--- config.mk ---
export PLATFORM = sky130hd
export DESIGN_NAME = bound_requant_stream
export DESIGN_NICKNAME = d
export VERILOG_FILES = /design/src/rtl/bound_requant_stream.sv
export SDC_FILE = /design/constraint.sdc
export NUM_CORES = 1
export LEC_CHECK = 0
export BUFFER_PORTS_ARGS = -buffer_cell sky130_fd_sc_hd__buf_2
export CAP_MARGIN = 15
export CELL_PAD_IN_SITES_DETAIL_PLACEMENT = 1
export CELL_PAD_IN_SITES_GLOBAL_PLACEMENT = 1
export CORE_MARGIN = 2
export CORE_UTILIZATION = 45
export DETAILED_ROUTE_END_ITERATION = 7
export PLACE_DENSITY = 0.79
export SKIP_CTS_REPAIR_TIMING = 1
export SLEW_MARGIN = 5
export SYNTH_ARGS = -nofsm -noshare
export SYNTH_HDL_FRONTEND = slang
export SYNTH_SLANG_ARGS = --single-unit
export TNS_END_PERCENT = 20
--- constraint.sdc ---
create_clock -name i_clk -period 6.2 [get_ports i_clk]
set_input_delay 0.31 -clock i_clk [delete_from_list [all_inputs] [get_ports i_clk]]
set_output_delay 0.31 -clock i_clk [all_outputs]
set_load 0.005 [all_outputs]
--- src/rtl/bound_requant_stream.sv ---
// bound_requant_stream: per-frame shift/round of accumulator lanes,
// saturation to bound width, two-stage valid/ready pipeline.
module bound_requant_stream #(
  parameter int COLS     = 5,
  parameter int ACC_BW   = 20,
  parameter int BO_BW    = 8,
  parameter int SHIFT_BW = 5
) (
  input  logic                    i_clk,
  input  logic                    i_rst,
  input  logic [SHIFT_BW-1:0]     i_cfg_shift,
  input  logic                    i_acc_valid,
  output logic                    o_acc_ready,
  input  logic [ACC_BW*COLS-1:0]  i_acc_data,
  input  logic                    i_acc_last,
  output logic                    o_bound_valid,
  input  logic                    i_bound_ready,
  output logic [BO_BW*COLS-1:0]   o_bound_data,
  output logic                    o_bound_last,
  output logic [15:0]             o_sat_cnt,
  output logic                    o_busy
);

  localparam int RW = ACC_BW + 1;
  localparam logic signed [RW-1:0] BO_MAX =
    RW'((1 << (BO_BW - 1)) - 1);
  localparam logic signed [RW-1:0] BO_MIN = ~BO_MAX;

  typedef enum logic {
    IDLE,
    FRAME
  } state_t;

  state_t state_q, state_d;

  logic [SHIFT_BW-1:0] shift_q, shift_d;
  logic [SHIFT_BW-1:0] shift_sel, shift_eff;

  logic                s1_valid;
  logic                s1_last;
  logic [RW*COLS-1:0]  s1_data;
  logic [RW*COLS-1:0]  s1_rnd;

  logic                s2_load;
  logic                acc_fire;
  logic [BO_BW*COLS-1:0] s2_sat;
  logic [7:0]          sat_lanes;
  logic [16:0]         sat_sum;

  logic signed [RW-1:0] ext, half, sum;
  logic signed [RW-1:0] r;

  assign s2_load     = !o_bound_valid || i_bound_ready;
  assign o_acc_ready = !s1_valid || s2_load;
  assign acc_fire    = i_acc_valid && o_acc_ready;
  assign o_busy      = (state_q == FRAME) || s1_valid || o_bound_valid;

  // frame tracking; first beat of a frame latches and uses the new shift
  always_comb begin
    state_d   = state_q;
    shift_d   = shift_q;
    shift_sel = shift_q;
    unique case (state_q)
      IDLE: begin
        shift_sel = i_cfg_shift;
        if (acc_fire) begin
          shift_d = i_cfg_shift;
          state_d = i_acc_last ? IDLE : FRAME;
        end
      end
      FRAME: begin
        if (acc_fire && i_acc_last) begin
          state_d = IDLE;
        end
      end
      default: state_d = IDLE;
    endcase
  end

  // clamp shift so at least the sign bit survives
  always_comb begin
    shift_eff = shift_sel;
    if (int'(shift_sel) > ACC_BW - 1) begin
      shift_eff = SHIFT_BW'(ACC_BW - 1);
    end
  end

  // round-half-up arithmetic shift, one extra bit so +max cannot wrap
  always_comb begin
    s1_rnd = '0;
    ext    = '0;
    half   = '0;
    sum    = '0;
    for (int i = 0; i < COLS; i++) begin
      ext = {i_acc_data[(i+1)*ACC_BW-1],
             i_acc_data[i*ACC_BW +: ACC_BW]};
      half = '0;
      if (shift_eff != '0) begin
        half[shift_eff - 1'b1] = 1'b1;
      end
      sum = ext + half;
      s1_rnd[i*RW +: RW] = sum >>> shift_eff;
    end
  end

  // clip stage-1 lanes to the bound range and count clipped lanes
  always_comb begin
    s2_sat    = '0;
    sat_lanes = '0;
    r         = '0;
    for (int i = 0; i < COLS; i++) begin
      r = s1_data[i*RW +: RW];
      if (r > BO_MAX) begin
        r         = BO_MAX;
        sat_lanes = sat_lanes + 8'd1;
      end else if (r < BO_MIN) begin
        r         = BO_MIN;
        sat_lanes = sat_lanes + 8'd1;
      end
      s2_sat[i*BO_BW +: BO_BW] = r[BO_BW-1:0];
    end
    sat_sum = {1'b0, o_sat_cnt} + 17'(sat_lanes);
  end

  // FSM and latched shift registers
  always_ff @(posedge i_clk) begin
    if (i_rst) begin
      state_q <= IDLE;
      shift_q <= '0;
    end else begin
      state_q <= state_d;
      shift_q <= shift_d;
    end
  end

  // stage 1: rounded lanes, refills whenever it can hand off
  always_ff @(posedge i_clk) begin
    if (i_rst) begin
      s1_valid <= 1'b0;
      s1_last  <= 1'b0;
      s1_data  <= '0;
    end else if (o_acc_ready) begin
      s1_valid <= i_acc_valid;
      if (i_acc_valid) begin
        s1_data <= s1_rnd;
        s1_last <= i_acc_last;
      end
    end
  end

  // stage 2: output registers and sticky saturation counter
  always_ff @(posedge i_clk) begin
    if (i_rst) begin
      o_bound_valid <= 1'b0;
      o_bound_data  <= '0;
      o_bound_last  <= 1'b0;
      o_sat_cnt     <= '0;
    end else if (s2_load) begin
      o_bound_valid <= s1_valid;
      if (s1_valid) begin
        o_bound_data <= s2_sat;
        o_bound_last <= s1_last;
        o_sat_cnt    <= sat_sum[16] ? 16'hFFFF : sat_sum[15:0];
      end
    end
  end

endmodule

==> impl_results.md, run 1 <==
* Status: finished, final reports clean
* Post-synth top area share at 0.195
* Post-Synthesis Cells at 2,414
* Starting DRT DRC Count at 2,050
* Routed wire length at 78,300 um
* Worst setup SP type: flop
* RSZ-0062 raised after global routing: false
* Critical path type: flop to flop
* Hold Path Depth at 3
* DR pass1 iterations at 6
* Multi-input gate area at 13,400 sq um
* Max-cap violations at 0
* Peak Freq at 0.175 GHz
* Max clock buf depth at 2
* Via density at 6.68
* Top FF cell, synth: dfxtp_1
* Chip width at 201 um
* H-tree Lvls at 4
* PortBufs at 169
* Rows at 72
* Total GRT Usage at 0.378
* Period minus WS final at 5.72 ns
* Slew headroom at 0.285
* ANT nets after route at 0
* IO Pins at 170
* Setup TNS at 0 ns
* Fraction of registers with async set/reset at 0
* Yosys warns at 0
* Share of post-route cells with drive strength above 1 at 0.152
* Nets at 2,779
* Via count at 20,600
* Seq/Total Area, Yosys at 0.195
* Slew Limit Fails at 0
* Leak pwr at 8.14 nW
* Met1 Use GR at 0.552
* Final Hold Fails at 0
* CTS tree: built
* Comb pwr share at 0.451
* Sink Count at 171
* GRT Max-Usage Layer: met2
* Clock Power Share at 0.247
* Most frequent cells in the layout: nor2_1, a21oi_1, nand2_1, o21ai_0, dfxtp_1
* Layout overhead on the synthesized area at 12.5%
* Fillers at 4,969
* Largest net degree at the start of global routing at 74
* Power Density at 217 nW/um^2
* Worst min-delay path category: input pin to flop
* Grt ovf at 0
* Internal power at 2.44 mW
* Sequential Power Share at 0.302
* Met3 Track Usage GR at 0.0583
* Num CTS Buffers at 17
* First-pass GRT wire length at 121,000 um
* Initial antenna violation count at 0
* Mapped cell area at 17,500 sq um
* Final worst-path cycle share at 0.922
* Hold WS at 0.117 ns
* DP Wirelength at 59,900 um
* Yosys reg bits at 171
* DRC viols at 0
* Worst slew pin tran at 1.07 ns
* Core footprint at 38,600 sq um
* WP data arrival at 6.06 ns
* Psw at 1.84 mW
* Largest area contributor in the netlist: dfxtp_1
* Worst setup EP type: flop
* CTS root buffer: clkbuf_16
* R2R cell count at 15
* Mapped Avg Cell Area at 7.27 sq um
* Vias in the first global route at 20,200
* Number of flops mapped to enable cells by yosys at 0
* Clk_lat worst skew at 0.44 ns
* WP data required at 6.55 ns
* Clk_skew at 0.00853 ns
* CTS clock-pin slew for the worst setup and hold paths at 0.07 ns
* Gp weighted congestion at 0.982
* Critical Path Fanout Max at 9
* Net Sw Frac at 0.430
* Die height at 201 um
* Register area at 3420 sq um
* Synth area leaders: dfxtp_1, ha_1, a21oi_1
* Initial Utilization at 0.455
* Routed length per instance at 25.4 um
* Ant. Diodes at 0
* Commonest non-fill, non-tap cell in the layout: nor2_1
* Max IR drop VDD at 0.000197 V
* Die ar. at 40,600 sq um
* Met2 GRT Util at 0.565
* Finish-stage setup viols at 0
* Distinct cells, synth at 100
power groups by stage:
stage	Combinational (mW)	Sequential, mW	Clock [mW]
5_1_grt	2.08	1.30	1.10
6_report	1.93	1.29	1.06
3_5_place_dp	1.85	1.31	0
4_1_cts	1.87	1.29	1.07
3_3_place_gp	1.79	1.30	0
2_1_floorplan	1.22	1.28	0
registers in the layout, summed over array words and instances (netlist names), named ones only:
signal         count
o_bound_data      40
o_bound_last       1
o_bound_valid      1
o_sat_cnt         16
s1_data          105
s1_last            1
s1_valid           1
shift_q            5
worst max-delay path: stages (launching register included):
cell,delay [ns]
dfxtp_1,0.50
buf_4,0.27
mux2_2,0.46
nand2b_1,0.29
nor2_1,0.79
ha_1,0.48
a21oi_1,0.21
a21oi_1,0.10
a311oi_1,0.61
a21boi_0,0.36
nor3_1,0.42
a211oi_1,0.12
a211oi_1,0.42
buf_4,0.19
o21ai_0,0.08
a211oi_1,0.28
Yosys cell counts (17+ instances only):
library cell,instances
or2_2,18
a21o_1,43
o31ai_1,20
clkbuf_1,91
o21a_1,28
a221oi_1,29
o21ai_0,179
dfxtp_1,171
o211ai_1,45
nand2_1,220
a31oi_1,36
nor2_1,286
ha_1,109
o22ai_1,27
and2_1,17
nand4_1,26
mux2i_1,54
a211oi_1,87
buf_2,33
and3_1,19
xnor2_1,41
or3_1,18
inv_1,35
nor3_1,116
xor2_1,37
a211o_1,17
nand3_1,32
a21oi_1,225
routing by layer:
| metal | part of all wire | vias up |
|---|---|---|
| met5 | 0 | - |
| met4 | 0.028 | 0 |
| met3 | 0.090 | 130 |
| met2 | 0.42 | 985 |
| met1 | 0.46 | 10000 |
| li1 | - | 9482 |
kinds of logic (layout without fill, tap and decap cells):
family	count (synthesis)	after routing	synth area share
adders and majority gates	116	116	0.0851
xor gates and xnor gates	80	80	0.0414
other	1	6	0.000214
DFF	171	171	0.195
buffers and inverters	182	330	0.0432
and+or+nand+nor	839	839	0.221
AOI/OAI and AO/OA	954	954	0.372
muxes	71	71	0.0424
worst paths after layout:
check	from	endpoint	slack, ns
hold reg to reg	o_bound_data[23]	o_bound_data[23]	0.46
setup / recovery	flop	s1_data[28]	0.48
hold / removal	i_acc_last	s1_last	0.12
setup reg to reg	flop	s1_data[28]	0.48
stage by stage:
step	utilization	power [mW]	setup WS, ns	instance area (sq um)	instances
final	0.512	4.28	0.484	19700	3085
after global routing	0.512	4.48	0.212	19700	3085
after CTS	0.512	4.22	0.419	19700	3084
after detailed placement	0.497	3.16	0.475	19200	3052
after global placement	0.497	3.10	0.477	19200	3052
after floorplan	-	2.50	0.761	17600	2419
layout make-up:
class,instances,area share
flip-flops and latches,171,0.173
clock inverters,14,0.00684
multi-input cells,2066,0.680
repair buffers,263,0.0786
clock buffers,18,0.0217
inverters,35,0.00665
well taps,518,0.0328
Power figures use the tool's default switching activity.
==> run 2: changes to the inputs <==
- CORE_MARGIN: 2 -> 3
==> run 2 against run 1 <==
- worst setup slack worse by 0.18 ns
- power down 0.21%
- die area up 2.0%
- critical path depth up 2
- global-route usage down 1.2 points
- final area down 0.84%
- largest power group unchanged
==> impl_results.md, run 2 (same netlist as run 1, synthesis figures left out) <==
* Via density at 6.73 (+0.76%)
* Sequential Power Share at 0.303 (about the same)
* Number of flip-flops in the largest register at 105 (unchanged)
* Initial antenna violation count at 0 (unchanged)
* Finish-stage setup viols at 0 (unchanged)
* Comb pwr share at 0.446 (-0.005)
* Slew headroom at 0.151 (-0.134)
* Largest Register: s1_data
* CTS tree: built
* PortBufs at 169 (unchanged)
* Nets at 2,753 (-0.94%)
* Via count at 20,600 (-0.32%)
* Max-cap violations at 0 (unchanged)
* Ant. Diodes at 0 (unchanged)
* Hold WS at 0.126 ns (+0.00900 ns)
* Final worst-path cycle share at 0.952 (+0.0295)
* ANT nets after route at 0 (unchanged)
* Die ar. at 41,400 sq um (+2.0%)
* Status: finished, final reports clean
* Internal power at 2.46 mW (+0.95%)
* Clock Power Share at 0.251 (+0.004)
* Peak Freq at 0.170 GHz (-3.1%)
* Flop2flop setup slack at 0.30 ns (-0.18 ns)
* H-tree Lvls at 4 (unchanged)
* Commonest non-fill, non-tap cell in the layout: nor2_1
* Net Sw Frac at 0.424 (-0.00664)
* Final Hold Fails at 0 (unchanged)
* Critical path type: flop to flop
* Routed length per instance at 25.6 um (+0.86%)
* Crit path to: s1_data[95]
* Worst setup SP type: flop
* Routed wire length at 78,200 um (-0.21%)
* Critical Path Fanout Max at 43 (+34)
* Starting DRT DRC Count at 2,041 (-0.44%)
* First-pass GRT wire length at 121,000 um (-0.46%)
* Clk_skew at 0.0149 ns (+0.00640 ns)
* Most frequent cells in the layout: nor2_1, a21oi_1, nand2_1, o21ai_0, dfxtp_1
* DP Wirelength at 59,500 um (-0.62%)
* Largest net degree at the start of global routing at 73 (-1.4%)
* Die height at 203 um (+0.99%)
* DRC viols at 0 (unchanged)
* Chip width at 203 um (+0.99%)
* Sink Count at 171 (unchanged)
* Reg-to-reg endpoint: s1_data[95]
* Setup TNS at 0 ns (unchanged)
* Clk_lat worst skew at 0.44 ns (about the same)
* Setup ws final at 0.301 ns (-0.183 ns)
* Largest registers: s1_data: 105 flops, o_bound_data: 40 flops, o_sat_cnt: 16 flops
* Grt ovf at 0 (unchanged)
* IO Pins at 170 (unchanged)
* Period minus WS final at 5.90 ns (+0.183 ns)
* DR pass1 iterations at 6 (unchanged)
* Max clock buf depth at 2 (unchanged)
* Initial Utilization at 0.462 (+0.00641)
* Leak pwr at 8.04 nW (-1.2%)
* Vias in the first global route at 20,000 (-1.0%)
* R2R cell count at 17 (+2)
* Gp weighted congestion at 0.976 (-0.66%)
* Total GRT Usage at 0.365 (-0.0124)
* Core footprint at 38,000 sq um (-1.4%)
* Layout overhead on the synthesized area at 11.6%
* RSZ-0062 raised after global routing: false
* WP data required at 6.49 ns (-0.06 ns)
* Post-place setup slack at 0.420 ns (-0.0551 ns)
* CTS root buffer: clkbuf_16
* Power Density at 218 nW/um^2 (+0.63%)
* Share of post-route cells with drive strength above 1 at 0.142 (-0.00946)
* Psw at 1.81 mW (-1.8%)
* Worst slew pin tran at 1.27 ns (+0.197 ns)
* Worst setup EP type: flop
* Rows at 71 (-1.4%)
* Max IR drop VDD at 0.000220 V (+12%)
* Slew Limit Fails at 0 (unchanged)
* Num CTS Buffers at 17 (unchanged)
* WP data arrival at 6.19 ns (+0.13 ns)
* CTS clock-pin slew for the worst setup and hold paths at 0.07 ns (about the same)
* Worst min-delay path category: input pin to flop
-- run 2: through the flow --
| step | cell area [sq um] | utilization | power, mW | std cells |
|---|---|---|---|---|
| after global routing | 19600 | 0.515 | 4.47 | 3052 |
| after global placement | 19000 | 0.499 | 3.07 | 3018 |
| after CTS | 19500 | 0.514 | 4.21 | 3050 |
| after detailed placement | 19000 | 0.499 | 3.13 | 3018 |
| after floorplan | 17600 | - | 2.50 | 2419 |
| final | 19600 | 0.515 | 4.27 | 3052 |
-- run 2: power by group through the flow --
| stage | clock, mW | combinational [mW] | sequential (mW) |
|---|---|---|---|
| detailed placement | 0 | 1.82 | 1.31 |
| finish | 1.07 | 1.91 | 1.29 |
| global placement | 0 | 1.77 | 1.30 |
| floorplan | 0 | 1.22 | 1.28 |
| global route | 1.12 | 2.05 | 1.30 |
| CTS | 1.08 | 1.84 | 1.29 |
-- run 2: worst max-delay path, cell delays in order, from the launching register on --
cell,delay (ns)
dfxtp_1,0.33
buf_4,0.25
mux2_2,0.45
a211oi_4,0.33
buf_4,0.51
nor3_1,0.10
buf_4,0.19
ha_1,0.23
fa_1,0.44
a211oi_1,0.28
o211ai_1,0.25
a21oi_1,0.32
xor2_1,0.22
nor2_1,0.06
a2111oi_0,0.86
o32ai_1,0.34
a221oi_1,0.44
nor3_1,0.10
-- run 2: final cells by class --
cell class	instances	area, sq um
fillers	4901	18400
multi-input cells	2066	13400
flip-flops and latches	171	3420
repair buffers	237	1360
well taps	511	639
clock buffers	24	502
inverters	35	131
clock inverters	8	81.3
-- run 2: worst min-delay path by stage --
stage / startpoint / slack [ns] / endpoint / cells after the start
5_1_grt: i_acc_valid / 0.15 / s1_valid / 3
4_1_cts: i_acc_valid / 0.11 / s1_valid / 3
6_report: i_acc_valid / 0.13 / s1_valid / 3
3_5_place_dp: o_bound_data[31] / 0.45 / o_bound_data[31] / 2
3_3_place_gp: o_bound_data[7] / 0.44 / o_bound_data[7] / 2
2_1_floorplan: s1_data[87] / 0.43 / s1_data[87] / 2
-- run 2: per-layer routing --
metal  GRT usage  routed length [um]
met1       0.550               37000
met2       0.553               33200
met3      0.0461                6350
met4      0.0863                1630
met5           0                   0
